**config.mk**
```make
export PLATFORM = sky130hd
export DESIGN_NAME = mac_pe_simd
export DESIGN_NICKNAME = d
export VERILOG_FILES = /design/src/rtl/mac_pe_pkg.sv /design/src/rtl/mac_lane_dot.sv /design/src/rtl/mac_pe_simd.sv
export SDC_FILE = /design/constraint.sdc
export NUM_CORES = 1
export LEC_CHECK = 0
export CORE_UTILIZATION = 24
export DETAILED_ROUTE_END_ITERATION = 10
export SETUP_SLACK_MARGIN = 0.1
export SLEW_MARGIN = 40
export SYNTH_ARGS = -nofsm -noshare
export SYNTH_HDL_FRONTEND = slang
export SYNTH_SLANG_ARGS = --single-unit
```
**constraint.sdc**
```tcl
create_clock -name clk_i -period 15 [get_ports clk_i]
set_input_delay 3 -clock clk_i [delete_from_list [all_inputs] [get_ports clk_i]]
set_output_delay 3 -clock clk_i [all_outputs]
set_load 0.005 [all_outputs]
```
**src/rtl/mac_pe_pkg.sv**
```systemverilog
// rtl/mac_pe_pkg.sv - shared widths and overflow/saturation helpers for the SIMD MAC PE.
package mac_pe_pkg;

  typedef struct packed {
    logic ovf;
    logic clamp_pos;
    logic clamp_neg;
  } sat_ctl_t;

  function automatic int psum_width(input int lanes, input int in_w);
    return 2 * in_w + $clog2(lanes);
  endfunction

  function automatic int klen_width(input int max_k);
    return $clog2(max_k + 1);
  endfunction

  // Takes the two MSBs of a one-bit-wider sum: they differ exactly when it does not fit.
  function automatic sat_ctl_t sat_ctl(input logic sign_ext, input logic sign, input logic sat_en);
    sat_ctl_t c;
    c.ovf       = sign_ext ^ sign;
    c.clamp_pos = c.ovf & sat_en & ~sign_ext;
    c.clamp_neg = c.ovf & sat_en & sign_ext;
    return c;
  endfunction

endpackage

```
**src/rtl/mac_lane_dot.sv**
```systemverilog
// rtl/mac_lane_dot.sv - combinational signed per-lane multiply and lossless reduction.
module mac_lane_dot import mac_pe_pkg::*; #(
  parameter int NUM_LANES = 4,
  parameter int IN_WIDTH  = 8,
  parameter int PSUM_W    = psum_width(NUM_LANES, IN_WIDTH)
) (
  input  logic [NUM_LANES*IN_WIDTH-1:0] a_i,
  input  logic [NUM_LANES*IN_WIDTH-1:0] b_i,
  output logic signed [PSUM_W-1:0]      psum_o
);

  logic signed [2*IN_WIDTH-1:0] prod [NUM_LANES];
  logic signed [PSUM_W-1:0]     sum;

  for (genvar l = 0; l < NUM_LANES; l++) begin : g_lane
    assign prod[l] = $signed(a_i[l*IN_WIDTH +: IN_WIDTH]) * $signed(b_i[l*IN_WIDTH +: IN_WIDTH]);
  end

  always_comb begin
    sum = '0;
    for (int l = 0; l < NUM_LANES; l++) begin
      sum = sum + PSUM_W'(prod[l]);
    end
  end

  assign psum_o = sum;

endmodule

```
**src/rtl/mac_pe_simd.sv**
```systemverilog
// rtl/mac_pe_simd.sv - multi-lane MAC PE: product stage, accumulate stage, backpressured result register.
module mac_pe_simd import mac_pe_pkg::*; #(
  parameter int NUM_LANES = 4,
  parameter int IN_WIDTH  = 8,
  parameter int ACC_WIDTH = 32,
  parameter int MAX_K     = 256
) (
  input  logic                             clk_i,
  input  logic                             rst_i,
  input  logic [NUM_LANES*IN_WIDTH-1:0]    a_i,
  input  logic [NUM_LANES*IN_WIDTH-1:0]    b_i,
  input  logic                             in_valid_i,
  output logic                             in_ready_o,
  input  logic [klen_width(MAX_K)-1:0]     k_len_i,
  input  logic                             sat_en_i,
  input  logic                             acc_clr_i,
  output logic signed [ACC_WIDTH-1:0]      out_data_o,
  output logic                             out_ovf_o,
  output logic                             out_valid_o,
  input  logic                             out_ready_i,
  output logic                             busy_o
);

  localparam int PSUM_W = psum_width(NUM_LANES, IN_WIDTH);
  localparam int KW     = klen_width(MAX_K);
  localparam logic signed [ACC_WIDTH-1:0] SAT_MAX = {1'b0, {(ACC_WIDTH-1){1'b1}}};
  localparam logic signed [ACC_WIDTH-1:0] SAT_MIN = {1'b1, {(ACC_WIDTH-1){1'b0}}};

  logic [KW-1:0]               cnt_q, cnt_d, klen_last_q, klen_last_d;
  logic                        sat_q, sat_d;
  logic                        p_valid_q, p_valid_d, p_first_q, p_first_d;
  logic                        p_last_q, p_last_d, p_sat_q, p_sat_d;
  logic signed [PSUM_W-1:0]    psum_q, psum_d, dot_psum;
  logic signed [ACC_WIDTH-1:0] acc_q, acc_d, out_data_q, out_data_d;
  logic                        ovf_q, ovf_d, out_ovf_q, out_ovf_d, out_valid_q, out_valid_d;

  logic                        first_beat, beat_last, stall, accept, advance, sticky;
  logic [KW-1:0]               klen_eff, last_idx;
  logic signed [ACC_WIDTH:0]   base, sum;
  logic signed [ACC_WIDTH-1:0] result;
  sat_ctl_t                    sc;

  mac_lane_dot #(
    .NUM_LANES (NUM_LANES),
    .IN_WIDTH  (IN_WIDTH),
    .PSUM_W    (PSUM_W)
  ) u_dot (
    .a_i    (a_i),
    .b_i    (b_i),
    .psum_o (dot_psum)
  );

  assign first_beat = (cnt_q == '0);
  assign klen_eff   = (k_len_i == '0) ? KW'(1) : k_len_i;
  assign last_idx   = first_beat ? (klen_eff - KW'(1)) : klen_last_q;
  assign beat_last  = (cnt_q == last_idx);

  assign stall      = p_valid_q & p_last_q & out_valid_q & ~out_ready_i;
  assign in_ready_o = ~stall & ~acc_clr_i;
  assign accept     = in_valid_i & in_ready_o;
  assign advance    = p_valid_q & ~stall & ~acc_clr_i;

  // Accumulate one bit wider than the result so overflow is visible in the top two bits.
  assign base   = p_first_q ? '0 : (ACC_WIDTH+1)'(acc_q);
  assign sum    = base + (ACC_WIDTH+1)'(psum_q);
  assign sc     = sat_ctl(sum[ACC_WIDTH], sum[ACC_WIDTH-1], p_sat_q);
  assign result = sc.clamp_pos ? SAT_MAX : (sc.clamp_neg ? SAT_MIN : sum[ACC_WIDTH-1:0]);
  assign sticky = (~p_first_q & ovf_q) | sc.ovf;

  always_comb begin
    cnt_d       = cnt_q;
    klen_last_d = klen_last_q;
    sat_d       = sat_q;
    p_valid_d   = p_valid_q;
    p_first_d   = p_first_q;
    p_last_d    = p_last_q;
    p_sat_d     = p_sat_q;
    psum_d      = psum_q;
    acc_d       = acc_q;
    ovf_d       = ovf_q;
    out_data_d  = out_data_q;
    out_ovf_d   = out_ovf_q;
    out_valid_d = out_valid_q;

    if (acc_clr_i) begin
      cnt_d     = '0;
      p_valid_d = 1'b0;
      ovf_d     = 1'b0;
    end else begin
      if (!stall) begin
        p_valid_d = accept;
      end
      if (accept) begin
        psum_d    = dot_psum;
        p_first_d = first_beat;
        p_last_d  = beat_last;
        p_sat_d   = first_beat ? sat_en_i : sat_q;
        cnt_d     = beat_last ? '0 : cnt_q + KW'(1);
        if (first_beat) begin
          klen_last_d = klen_eff - KW'(1);
          sat_d       = sat_en_i;
        end
      end
      if (advance) begin
        acc_d = result;
        ovf_d = sticky;
      end
    end

    // A handshake in the same cycle as a load is absorbed by the load: no bubble.
    if (advance && p_last_q) begin
      out_data_d  = result;
      out_ovf_d   = sticky;
      out_valid_d = 1'b1;
    end else if (out_valid_q && out_ready_i) begin
      out_valid_d = 1'b0;
    end
  end

  always_ff @(posedge clk_i) begin
    if (rst_i) begin
      cnt_q       <= '0;
      klen_last_q <= '0;
      sat_q       <= 1'b0;
      p_valid_q   <= 1'b0;
      p_first_q   <= 1'b0;
      p_last_q    <= 1'b0;
      p_sat_q     <= 1'b0;
      psum_q      <= '0;
      acc_q       <= '0;
      ovf_q       <= 1'b0;
      out_data_q  <= '0;
      out_ovf_q   <= 1'b0;
      out_valid_q <= 1'b0;
    end else begin
      cnt_q       <= cnt_d;
      klen_last_q <= klen_last_d;
      sat_q       <= sat_d;
      p_valid_q   <= p_valid_d;
      p_first_q   <= p_first_d;
      p_last_q    <= p_last_d;
      p_sat_q     <= p_sat_d;
      psum_q      <= psum_d;
      acc_q       <= acc_d;
      ovf_q       <= ovf_d;
      out_data_q  <= out_data_d;
      out_ovf_q   <= out_ovf_d;
      out_valid_q <= out_valid_d;
    end
  end

  assign out_data_o  = out_data_q;
  assign out_ovf_o   = out_ovf_q;
  assign out_valid_o = out_valid_q;
  assign busy_o      = (cnt_q != '0) | p_valid_q;

endmodule

```
**Word level (Yosys, flattened, before mapping)**

Cells that the tools add are included.

- Multipliers: 4
- Bitwise operators: 19
- $add $sub $neg: 6
- Muxes and demuxes: 9
- Eq/ne operators: 1
- Reduce and logical (&&, ||, !) cells: 10

Operators by type and width:

| operator | number |
|---|---|
| multiplier 8 x 8 -> 16 bit | 4 |
| 2-to-1 mux 32 bit | 2 |
| adder 33 x 18 -> 33 bit | 1 |
| 2-to-1 mux 33 bit | 1 |
| 2-to-1 mux 9 bit | 3 |
| adder 17 x 16 -> 18 bit | 1 |
| adder 18 x 16 -> 18 bit | 1 |
| zero test 9 bit | 2 |
| adder 16 x 16 -> 17 bit | 1 |
| AND 1 bit | 11 |
| adder 9 x 1 -> 9 bit, second input constant | 1 |
| equality test 9 bit | 1 |
| nonzero test 9 bit | 1 |
| subtractor 9 x 1 -> 9 bit, second input constant | 1 |
| NOT 1 bit | 5 |
| AND reduction 2 bit | 2 |
| 2-to-1 mux 1 bit | 3 |
| AND reduction 3 bit | 1 |
| logical AND 1 bit | 2 |
| bitwise OR 1 bit | 2 |
| nonzero test 2 bit | 1 |
| OR reduction 2 bit | 1 |
| bitwise XOR 1 bit | 1 |

- Logic and storage cells: 61
- Output and inout bits: 36
- Bits in registers: 107
- Bits of input ports: 79

**Longest topological paths before layout**

Gate-level depths: netlist of run 1.

- Depth in word-level cells: 8
- Mapped depth: 26
- Gate-level depth less buffers: 26

**Modules after synthesis**

A second synthesis of run 1 with hierarchy kept.

- Cell total of the unflattened synthesis: 1,976
- Area total of the unflattened synthesis: 17,619.4 um^2

Modules (own cells, without submodules):

| module | seq. area each (um^2) | area each (um^2) | instances | cells an instance |
|---|---|---|---|---|
| mac_lane_dot | 0.0 | 10,956.8 | 1 | 1,120 |
| mac_pe_simd | 2,142.1 | 6,662.6 | 1 | 856 |

**Worst setup path after synthesis of run 1**

No wires, ideal clock.

- Kind: input -> register
- Start point: input b_i[2]
- End point: register psum_q[17]
- Setup time: 0.086 ns
- Arrival time: 9.095 ns
- Required time: 14.914 ns
- Buffers on the path: 0
- Slack: 5.820 ns
- Stages on the path: 26
- Cell sequence: nand2_1 > fa_1 > inv_1 > fa_1 > inv_1 > fa_1 > inv_1 > ha_1 > inv_1 > fa_1 > inv_1 > fa_1 > inv_1 > fa_1 > inv_1 > fa_1 > fa_1 > a21o_1 > a21oi_1 > o21ai_0 > a31oi_1 > o21ai_0 > o41ai_1 > o21ai_0 > xnor2_1 > a211oi_1

- Cells in the longest elaborated chain, start to end: 4

RTL lines:

| element | line | text |
|---|---|---|
| start, declared | mac_pe_simd.sv:11 | `input logic [NUM_LANES*IN_WIDTH-1:0] b_i,` |
| multiplier 8 x 8 -> 16 bit | mac_lane_dot.sv:16 | `assign prod[l] = $signed(a_i[l*IN_WIDTH +: IN_WIDTH]) * $signed(b_i[l*IN_WIDTH +: IN_WIDTH]);` |
| adder 16 x 16 -> 17 bit | mac_lane_dot.sv:22 | `sum = sum + PSUM_W'(prod[l]);` |
| adder 17 x 16 -> 18 bit | mac_lane_dot.sv:22 |  |
| adder 18 x 16 -> 18 bit | mac_lane_dot.sv:22 |  |
| end signal, assigned | mac_pe_simd.sv:143 | `psum_q <= psum_d;` |
| end, declared | mac_pe_simd.sv:33 | `logic signed [PSUM_W-1:0] psum_q, psum_d, dot_psum;` |

No other way between the ends.
A chain may end at the register's enable or synchronous reset.

**Final worst setup path of run 1**

Ends and elaborated chain as after synthesis.

==> results of run 1 <==
## worst max-delay path: stages
cell	delay [ns]
clkdlybuf4s50_1	0.65
nand2_1	0.14
fa_1	0.55
inv_1	0.05
fa_1	0.47
inv_1	0.05
fa_1	0.48
inv_1	0.04
ha_1	0.27
inv_1	0.05
fa_1	0.50
inv_1	0.06
fa_1	0.53
inv_1	0.05
fa_1	0.47
inv_1	0.05
fa_1	0.47
fa_1	0.41
a21o_1	0.19
a21oi_1	0.21
o21ai_0	0.14
a31oi_1	0.22
o21ai_0	0.14
o41ai_1	0.40
o21ai_0	0.20
xnor2_1	0.16
a211oi_1	0.23
## through the flow
stage / hold WS [ns] / instances
global placement: 0.442 / 2875
CTS: 0.459 / 2892
global route: 0.491 / 2892
finish: 0.462 / 2892
floorplan: 0.427 / 1855
detailed placement: 0.446 / 2876
## final timing paths
path              start          to  slack [ns]  depth (start not counted)
max              b_i[2]  psum_q[17]        5.10                         27
min          psum_q[13]  psum_q[13]        0.46                          2
max reg2reg   p_first_q    acc_q[3]       10.22                         13
min reg2reg  psum_q[13]  psum_q[13]        0.46                          2
## kinds of logic after synthesis
logic type / after synthesis
AOI/OAI and AO/OA: 246
xor gates and xnor gates: 74
adders and majority gates: 451
buffers and inverters: 419
DFF: 107
muxes: 2
and+or+nand+nor: 556
## sequential cells by signal, indices dropped and copies added (netlist names)
name / cells
acc_q: 32
cnt_q: 9
klen_last_q: 9
out_data_o: 32
out_ovf_o: 1
out_valid_o: 1
ovf_q: 1
p_first_q: 1
p_last_q: 1
p_sat_q: 1
p_valid_q: 1
psum_q: 18
## area by class of cell
class	instances	area, um^2	area share (%)
clock buffers	9	225	1.14
clock inverters	7	103	0.522
flip-flops and latches	107	2140	10.9
inverters	376	1410	7.17
multi-input cells	1329	13400	68.1
well taps	940	1180	5.98
repair buffers	124	1220	6.20
## placed cells by master, fill, tap and decap left out, drive strengths merged, types with 3 or more instances in the layout
cell type / n
a211oi: 74
dfxtp: 107
o21a: 5
nand3b: 3
or2: 3
a21oi: 63
nor3b: 3
nand2b: 17
nand4: 3
o21ai: 38
nor2b: 42
nand3: 13
and3: 5
ha: 132
fa: 319
buf: 11
a21o: 20
nor4: 6
a311oi: 8
xnor2: 51
o211ai: 7
or3: 3
nor3: 13
xor2: 23
nand2: 153
inv: 381
clkdlybuf4s50: 113
and2: 145
a31oi: 8
nor2: 139
o21bai: 9
clkbuf: 9
## metal layers
metal  up-vias  track usage [%]  wire length (um)
li1       5951                -                 -
met1      6002             16.3             19400
met3        25             1.31              1520
met5         -                0                 0
met4         0             1.99               392
met2       219             20.7             20400
==> reports/summary.txt, run 1 <==
Number of global-route vias before repair: 12,850
Top cells by count, synth: inv_1, fa_1, nand2_1, and2_1, nor2_1
Final Hold Fails: 0
Final setup margin: 5.10 ns
Area fraction of the dominant cell type after synthesis: 37.2%
Global-route congestion overflow total: 0
Proportion of layout cells with a drive suffix above 1: 4.76%
Final Util: 27.9%
Cell variety after synth: 69
Root buffer selected by CTS: clkbuf_16
Post-synthesis simple-gate area fraction: 16.3%
Antenna violations before repair: 0
Setup total negative slack: 0 ns
First-pass GRT wire length: 69.7 mm
Kind of critical path: in2reg
Number of search-and-repair iterations in the first detailed-routing pass: 4
Critical path launch point type: input pin
Arrival time at the worst endpoint: 10.19 ns
Final standard cell area without fillers: 19,700 um^2
Starting density of the core: 24.4%
Net count, final: 2,477
Insertion delay to the later sink of the worst-skew pair: 0.37 ns
CTS HTree Levels: 3
Area inside the core boundary: 70,400 um^2
Min Clock Period, post-route: 9.90 ns
Die width: 269 um
Post-CTS Setup Inserts: 0
Port Buf Inserts: 114
Share of the cycle needed by the critical path after routing: 66.0%
Unrepaired setup endpoints after global routing: no
Die height: 269 um
Crit end category: flop
Initial drt markers: 513
Proportion of synthesized area in mux cells: 0.117%
GRT Resource Usage Total: 12.0%
Max-cap violation count: 0
Highest Clock Rate: 101 MHz
Number of instances resized during post-cts repair: 0
Number of buffers on the longest clock path: 2
Reg clk slew, reported paths: 0.08 ns
Std-Cell Rows: 97
Synthesized-area fraction occupied by ao, oa, aoi and oai cells: 10.9%
Part of the Yosys area used for sequential elements: 12.5%
Async SR Flop Fraction: 0%
Final Max Tran Viols: 0
FF+latch count, synth: 107
Area after DPL: 19,300 um^2
XOR/XNOR share of the synthesized area: 3.78%
Cell types with the largest area share after synthesis: fa_1, dfxtp_1, ha_1
Main combinational cell family by area after synthesis: adder cells
Worst Tran Pin Value: 0.803 ns
Worst Hold Class: reg2reg
Worst clock skew: 0.0203 ns
Library cell with the largest summed area after synthesis: fa_1
Worst EP required: 15.29 ns
Antenna Violating Nets Remaining: 0
Total of warnings raised by yosys: 0
Setup violation total in the final timing report: 0
Maximum number of pins on one net before global-route repair: 64
Full die area: 72,500 um^2
Number of vias in the routed layout: 12,197
Cell area after synthesis: 17,200 um^2
Total Wirelength: 41.7 mm
CTS tree: built
Final routed wire length divided by cell count: 14.4 um
Post-synth EDFFs: 0
Via density per instance: 4.22
Main flop type after synthesis: dfxtp_1
Number of clock sinks: 107
Placer congestion estimate: 0.826
Relative slew margins: 45.8%
Post-Syn Nets: 2,385
TritonCTS buffer count: 9
Most common cell in the synthesized netlist: inv_1
Diode count: 0
Max Fanout on Critical Path: 8
Total of fill cells in the finished design: 7,560
Run status: completed
Setup slack at placement: 4.67 ns
Number of buffers added to fix hold violations after cts: 0
Synthesized area per cell: 9.25 um^2
Area growth from synthesis to final layout: 14.7%
Ports: 115
Synthesized instance count: 1,855
Remaining routing DRC violations: 0
DP HPWL: 35.9 mm
Post-Synth Adder-Cell Area: 46.9%
Power of run 1 is left out: the tool's default activity adds up to more than one toggle a clock period on the data nets, which glitch-free logic cannot reach.
==> run 2, diff against run 1 <==
==> constraint.sdc (replaced) <==
create_clock -name clk_i -period 8 [get_ports clk_i]
set_input_delay 1.6 -clock clk_i [delete_from_list [all_inputs] [get_ports clk_i]]
set_output_delay 1.6 -clock clk_i [all_outputs]
set_load 0.005 [all_outputs]
==> run 2 against run 1 <==
  * Routed wire length increased by 2.5%
  * First-iteration DRC count decreased by 5.7%
  * Sequential share of layout area decreased by 0.72 points
  * Non-clock buffer count increased by 155
  * Largest cell class unchanged
  * Critical endpoint is now psum_q[14]
  * Cell count increased by 5.3%
==> reports/summary.txt, run 2 (synthesis gave the netlist of run 1 again) <==
Area growth from synthesis to final layout: 22.8%
Relative slew margins: 47.2% (+1.4 points)
Global-route congestion overflow total: 0 (unchanged)
Antenna Violating Nets Remaining: 0 (unchanged)
Std-Cell Rows: 97 (unchanged)
Area after DPL: 20,500 um^2 (+5.7%)
CTS HTree Levels: 3 (unchanged)
Ports: 115 (unchanged)
Post-Route Hold Slack: 0.456 ns (-0.00574 ns)
Placer congestion estimate: 0.839 (+1.6%)
Worst Tran Pin Value: 0.792 ns (-0.0105 ns)
Antenna violations before repair: 0 (unchanged)
Number of vias in the routed layout: 12,720 (+4.3%)
Reg clk slew, reported paths: 0.08 ns (about the same)
Maximum number of pins on one net before global-route repair: 64 (unchanged)
Final routed wire length divided by cell count: 14.0 um (-2.7%)
Highest Clock Rate: 130 MHz
Worst EP required: 8.30 ns (-6.99 ns)
Starting density of the core: 24.4% (unchanged)
Die height: 269 um (unchanged)
GRT Resource Usage Total: 12.1% (+0.15 points)
First-pass GRT wire length: 71.0 mm (+1.9%)
Die width: 269 um (unchanged)
Run status: completed
Share of the cycle needed by the critical path after routing: 96.4%
Via density per instance: 4.18 (-0.98%)
Commonest non-fill, non-tap cell in the layout: inv_1
Number of buffers added to fix hold violations after cts: 0 (unchanged)
Number of search-and-repair iterations in the first detailed-routing pass: 5 (+1)
Setup violation total in the final timing report: 0 (unchanged)
Port Buf Inserts: 114 (unchanged)
Crit end category: flop
Arrival time at the worst endpoint: 8.01 ns (-2.18 ns)
CTS tree: built
Worst clock skew: 0.0162 ns (-0.00410 ns)
Setup slack at placement: -0.599 ns (-5.27 ns)
Max Fanout on Critical Path: 3 (-5)
Final standard cell area without fillers: 21,100 um^2 (+7.1%)
Final Max Tran Viols: 0 (unchanged)
Root buffer selected by CTS: clkbuf_16
Full die area: 72,500 um^2 (unchanged)
Min Clock Period, post-route: 7.71 ns
Critical path launch point type: input pin
Unrepaired setup endpoints after global routing: yes
Initial drt markers: 484 (-5.7%)
TritonCTS buffer count: 9 (unchanged)
Number of clock sinks: 107 (unchanged)
Diode count: 0 (unchanged)
Kind of critical path: in2reg
Proportion of layout cells with a drive suffix above 1: 16.2% (+11 points)
Final Hold Fails: 0 (unchanged)
Number of global-route vias before repair: 13,319 (+3.6%)
DP HPWL: 37.3 mm (+4.0%)
Total Wirelength: 42.8 mm (+2.5%)
Number of buffers on the longest clock path: 2 (unchanged)
Remaining routing DRC violations: 0 (unchanged)
Most frequent cells in the layout: inv_1, fa_1, nand2_1
Net count, final: 2,632 (+6.3%)
Insertion delay to the later sink of the worst-skew pair: 0.37 ns (about the same)
Final setup margin: 0.286 ns (-4.81 ns)
Worst Hold Class: reg2reg
Max-cap violation count: 0 (unchanged)
Area inside the core boundary: 70,400 um^2 (unchanged)
## run 2: worst max-delay path: stages
cell and delay, ns:
dlygate4sd2_1 0.30, buf_4 0.16, and2_1 0.16, fa_1 0.50, fa_1 0.58, fa_1 0.45
fa_2 0.62, fa_1 0.44, fa_1 0.51, fa_1 0.49, inv_1 0.05, fa_1 0.49
inv_2 0.05, ha_4 0.21, buf_4 0.13, buf_4 0.12, and3_4 0.18, a211oi_4 0.26
a211oi_2 0.11, buf_4 0.14, buf_4 0.12, xnor2_1 0.12, nand2_1 0.08, a21oi_1 0.13
## run 2: worst paths after layout
| path | to | slack (ns) | startpoint | cells past startpoint |
|---|---|---|---|---|
| max | psum_q[14] | 0.29 | b_i[11] | 24 |
| min | acc_q[31] | 0.46 | acc_q[31] | 2 |
| max reg2reg | acc_q[15] | 3.56 | p_first_q | 15 |
| min reg2reg | acc_q[31] | 0.46 | acc_q[31] | 2 |
## run 2: repair_timing
action	4_1_cts	5_1_grt
endpoints found under the setup margin	5	5
setup buffers	1	14
resized for setup	70	149
pin swaps	41	85
## run 2: area by class of cell
class	instances	area (um^2)
Fill cell	7498	49300
Multi-Input combinational cell	1329	13700
Timing Repair Buffer	279	2400
Clock inverter	6	58.8
Clock buffer	9	225
Sequential cell	107	2140
Inverter	376	1410
Tap cell	940	1180
## run 2: stage by stage
step / instances / utilization, % / setup TNS (ns)
2_1_floorplan: 1855 / - / 0
3_3_place_gp: 3013 / 29.0 / -2.52
3_5_place_dp: 3016 / 29.1 / -2.96
4_1_cts: 3032 / 29.5 / 0
5_1_grt: 3046 / 29.9 / 0
6_report: 3046 / 29.9 / 0
## run 2: layer usage
metal	routed length, um	part of all wire [%]	GRT usage [%]	vias to the layer above
met4	473	1.1	1.99	0
met1	20000	47	16.5	6232
met3	1180	2.8	1.03	31
li1	-	-	-	6263
met5	0	0	0	-
met2	21100	49	21.2	194
Power of run 2 is left out for the same reason.
==> run 3, diff against run 2 <==
--- a/config.mk
+++ b/config.mk
@@ -7,8 +7,9 @@
 export LEC_CHECK = 0
 export CORE_UTILIZATION = 24
 export DETAILED_ROUTE_END_ITERATION = 10
+export GPL_TIMING_DRIVEN = 0
 export SETUP_SLACK_MARGIN = 0.1
-export SLEW_MARGIN = 40
+export SLEW_MARGIN = 20
 export SYNTH_ARGS = -nofsm -noshare
 export SYNTH_HDL_FRONTEND = slang
 export SYNTH_SLANG_ARGS = --single-unit
==> run 3 against run 2 <==
  * Clock-buffer cell count rose by 1
  * First-iteration DRC count rose by 34%
  * Cell count fell by 3.9%
  * Critical endpoint is now psum_q[16]
  * Largest cell class unchanged
  * Register-to-register slack improved by 0.09 ns
  * Hold slack improved by 0.010 ns
  * Clock skew fell by 0.0013 ns
  * Critical path type unchanged
  * Via count fell by 1.9%
  * Final area fell by 6.3%
==> reports/summary.txt, run 3 (synthesis gave the netlist of run 1 again) <==
Most frequent cells in the layout: inv_1, fa_1, nand2_1
CTS tree: built
Area after DPL: 19,400 um^2 (-5.0%)
Worst flop-to-flop path endpoint: acc_q[26]
Number of vias in the routed layout: 12,480 (-1.9%)
Number of clock sinks: 107 (unchanged)
Critical-path cell list: dlygate4sd2_1, nand2_1, fa_1, fa_1, fa_1, inv_1, fa_1, fa_1, fa_1, fa_1, inv_1, fa_1, inv_1, ha_4, inv_1, o21ba_2, o21ai_2, a211oi_1, a211oi_2, a31oi_1, or4_1, nand3_1
Antenna violations before repair: 1 (+1)
Via density per instance: 4.26 (+2.1%)
Kind of critical path: in2reg
Max-cap violation count: 0 (unchanged)
Final Max Tran Viols: 0 (unchanged)
Placer congestion estimate: 0.870 (+3.7%)
Kind of cell adding the most delay to the critical path: adder cells
Antenna Violating Nets Remaining: 0 (unchanged)
Number of search-and-repair iterations in the first detailed-routing pass: 5 (unchanged)
Biggest cell delay along the critical path: 0.58 ns (-0.04 ns)
Ports: 115 (unchanged)
Critical path buffers and inverters: 5 (-3)
R2R cell count: 14 (-1)
Global-route congestion overflow total: 0 (unchanged)
Worst Setup EP: psum_q[16]
Critical path launch point type: input pin
Cell depth of the worst setup path: 22 (-8.3%)
CTS HTree Levels: 3 (unchanged)
Root buffer selected by CTS: clkbuf_16
Area inside the core boundary: 70,400 um^2 (unchanged)
Number of buffers on the longest clock path: 2 (unchanged)
Area growth from synthesis to final layout: 15.1%
Port Buf Inserts: 111 (-2.6%)
Final Hold Fails: 0 (unchanged)
Die height: 269 um (unchanged)
Sequential cell area: 2140 um^2 (unchanged)
Relative slew margins: 44.7% (-2.5 points)
Most common cell on crit path: fa_1
Total Wirelength: 42.3 mm (-1.0%)
TritonCTS buffer count: 9 (unchanged)
Maximum number of pins on one net before global-route repair: 19 (-70%)
Worst Hold Class: reg2reg
Full die area: 72,500 um^2 (unchanged)
Max Fanout on Critical Path: 8 (+5)
Arrival time at the worst endpoint: 8.00 ns (about the same)
Number of global-route vias before repair: 13,073 (-1.8%)
Total of fill cells in the finished design: 7,613 (+1.5%)
Worst clock skew: 0.0149 ns (-0.00129 ns)
Net count, final: 2,512 (-4.6%)
Reg2Reg Setup Slack: 3.65 ns (+0.09 ns)
Share of the cycle needed by the critical path after routing: 96.3% (-0.17 points)
Unrepaired setup endpoints after global routing: no
Diode count: 0 (unchanged)
Crit-path slowest cell: fa_1
Origin of the critical flop-to-flop path: p_first_q
Setup violation total in the final timing report: 0 (unchanged)
Proportion of layout cells with a drive suffix above 1: 7.95% (-8.3 points)
Min Clock Period, post-route: 7.70 ns (-0.0133 ns)
Run status: completed
GRT Resource Usage Total: 12.0% (-0.13 points)
Insertion delay to the later sink of the worst-skew pair: 0.36 ns (about the same)
Final routed wire length divided by cell count: 14.5 um (+3.0%)
DP HPWL: 36.9 mm (-1.1%)
Remaining routing DRC violations: 0 (unchanged)
Std-Cell Rows: 97 (unchanged)
Starting density of the core: 24.4% (unchanged)
Commonest non-fill, non-tap cell in the layout: inv_1
Multi-input gate area in the final layout: 13,500 um^2 (-1.2%)
Worst Tran Pin Value: 0.830 ns (+0.0376 ns)
Final Util: 28.0% (-1.9 points)
Highest Clock Rate: 130 MHz (+0.17%)
Worst EP required: 8.30 ns (about the same)
Launching instance or port of the critical path: b_i[21]
Initial drt markers: 647 (+34%)
Crit end category: flop
First-pass GRT wire length: 70.0 mm (-1.5%)
Die width: 269 um (unchanged)
Final standard cell area without fillers: 19,700 um^2 (-6.3%)
Reg clk slew, reported paths: 0.08 ns (about the same)
## run 3: cell types whose count changed in the layout (fill, tap and decap cells not counted), sizes merged
cell,delta
buf,-131
bufinv,+2
clkbuf,+20
clkdlybuf4s15,+4
clkinv,-2
clkinvlp,+1
dlygate4sd2,+10
dlymetal6s2s,-22
inv,-1
## run 3: tightest hold or removal path, cell delays in order, from the launching register on
cell,delay [ns]
dfxtp_1,0.32
nand2_1,0.05
a21oi_1,0.05
## run 3: worst min-delay path by stage
stage | from | to | slack, ns | depth (start not counted)
after floorplan | acc_q[30] | acc_q[30] | 0.43 | 2
after global placement | acc_q[30] | acc_q[30] | 0.44 | 2
after detailed placement | acc_q[31] | acc_q[31] | 0.45 | 2
after CTS | acc_q[31] | acc_q[31] | 0.46 | 2
after global routing | out_data_o[31] | out_data_o[31] | 0.49 | 2
final | acc_q[31] | acc_q[31] | 0.47 | 2
## run 3: area by class of cell
type                       count  share of cell area [%]
clock inverter                 6                   0.495
tap                          940                    5.96
buffer                        43                    1.08
multi-input combinational   1329                    68.3
clock buffer                  10                    1.16
timing repair buffer         116                    4.97
inverter                     376                    7.15
sequential                   107                    10.9
## run 3: routing by layer
metal	GRT usage, %	vias up	wire [um]
met3	1.20	14	1570
met5	0	-	13
met4	1.23	2	203
li1	-	6020	-
met1	16.2	6231	19600
met2	21.3	213	20900
## run 3: timing repair
action	4_1_cts	5_1_grt
resized for setup	161	73
endpoints found under the hold margin	0	0
hold buffers	0	0
cloned	0	0
setup endpoints to repair	7	3
pin swaps	11	19
buffers inserted	5	0
## run 3: per-stage QoR
step	worst slack, ns	std cells	hold WS (ns)	setup TNS, ns
after floorplan	0.220	1855	0.427	0
after global placement	-1.07	2906	0.436	-5.12
after detailed placement	-1.05	2906	0.448	-5.18
after CTS	0.0988	2927	0.462	0
after global routing	0.0978	2927	0.494	0
final	0.300	2927	0.467	0
Power of run 3 is left out for the same reason.
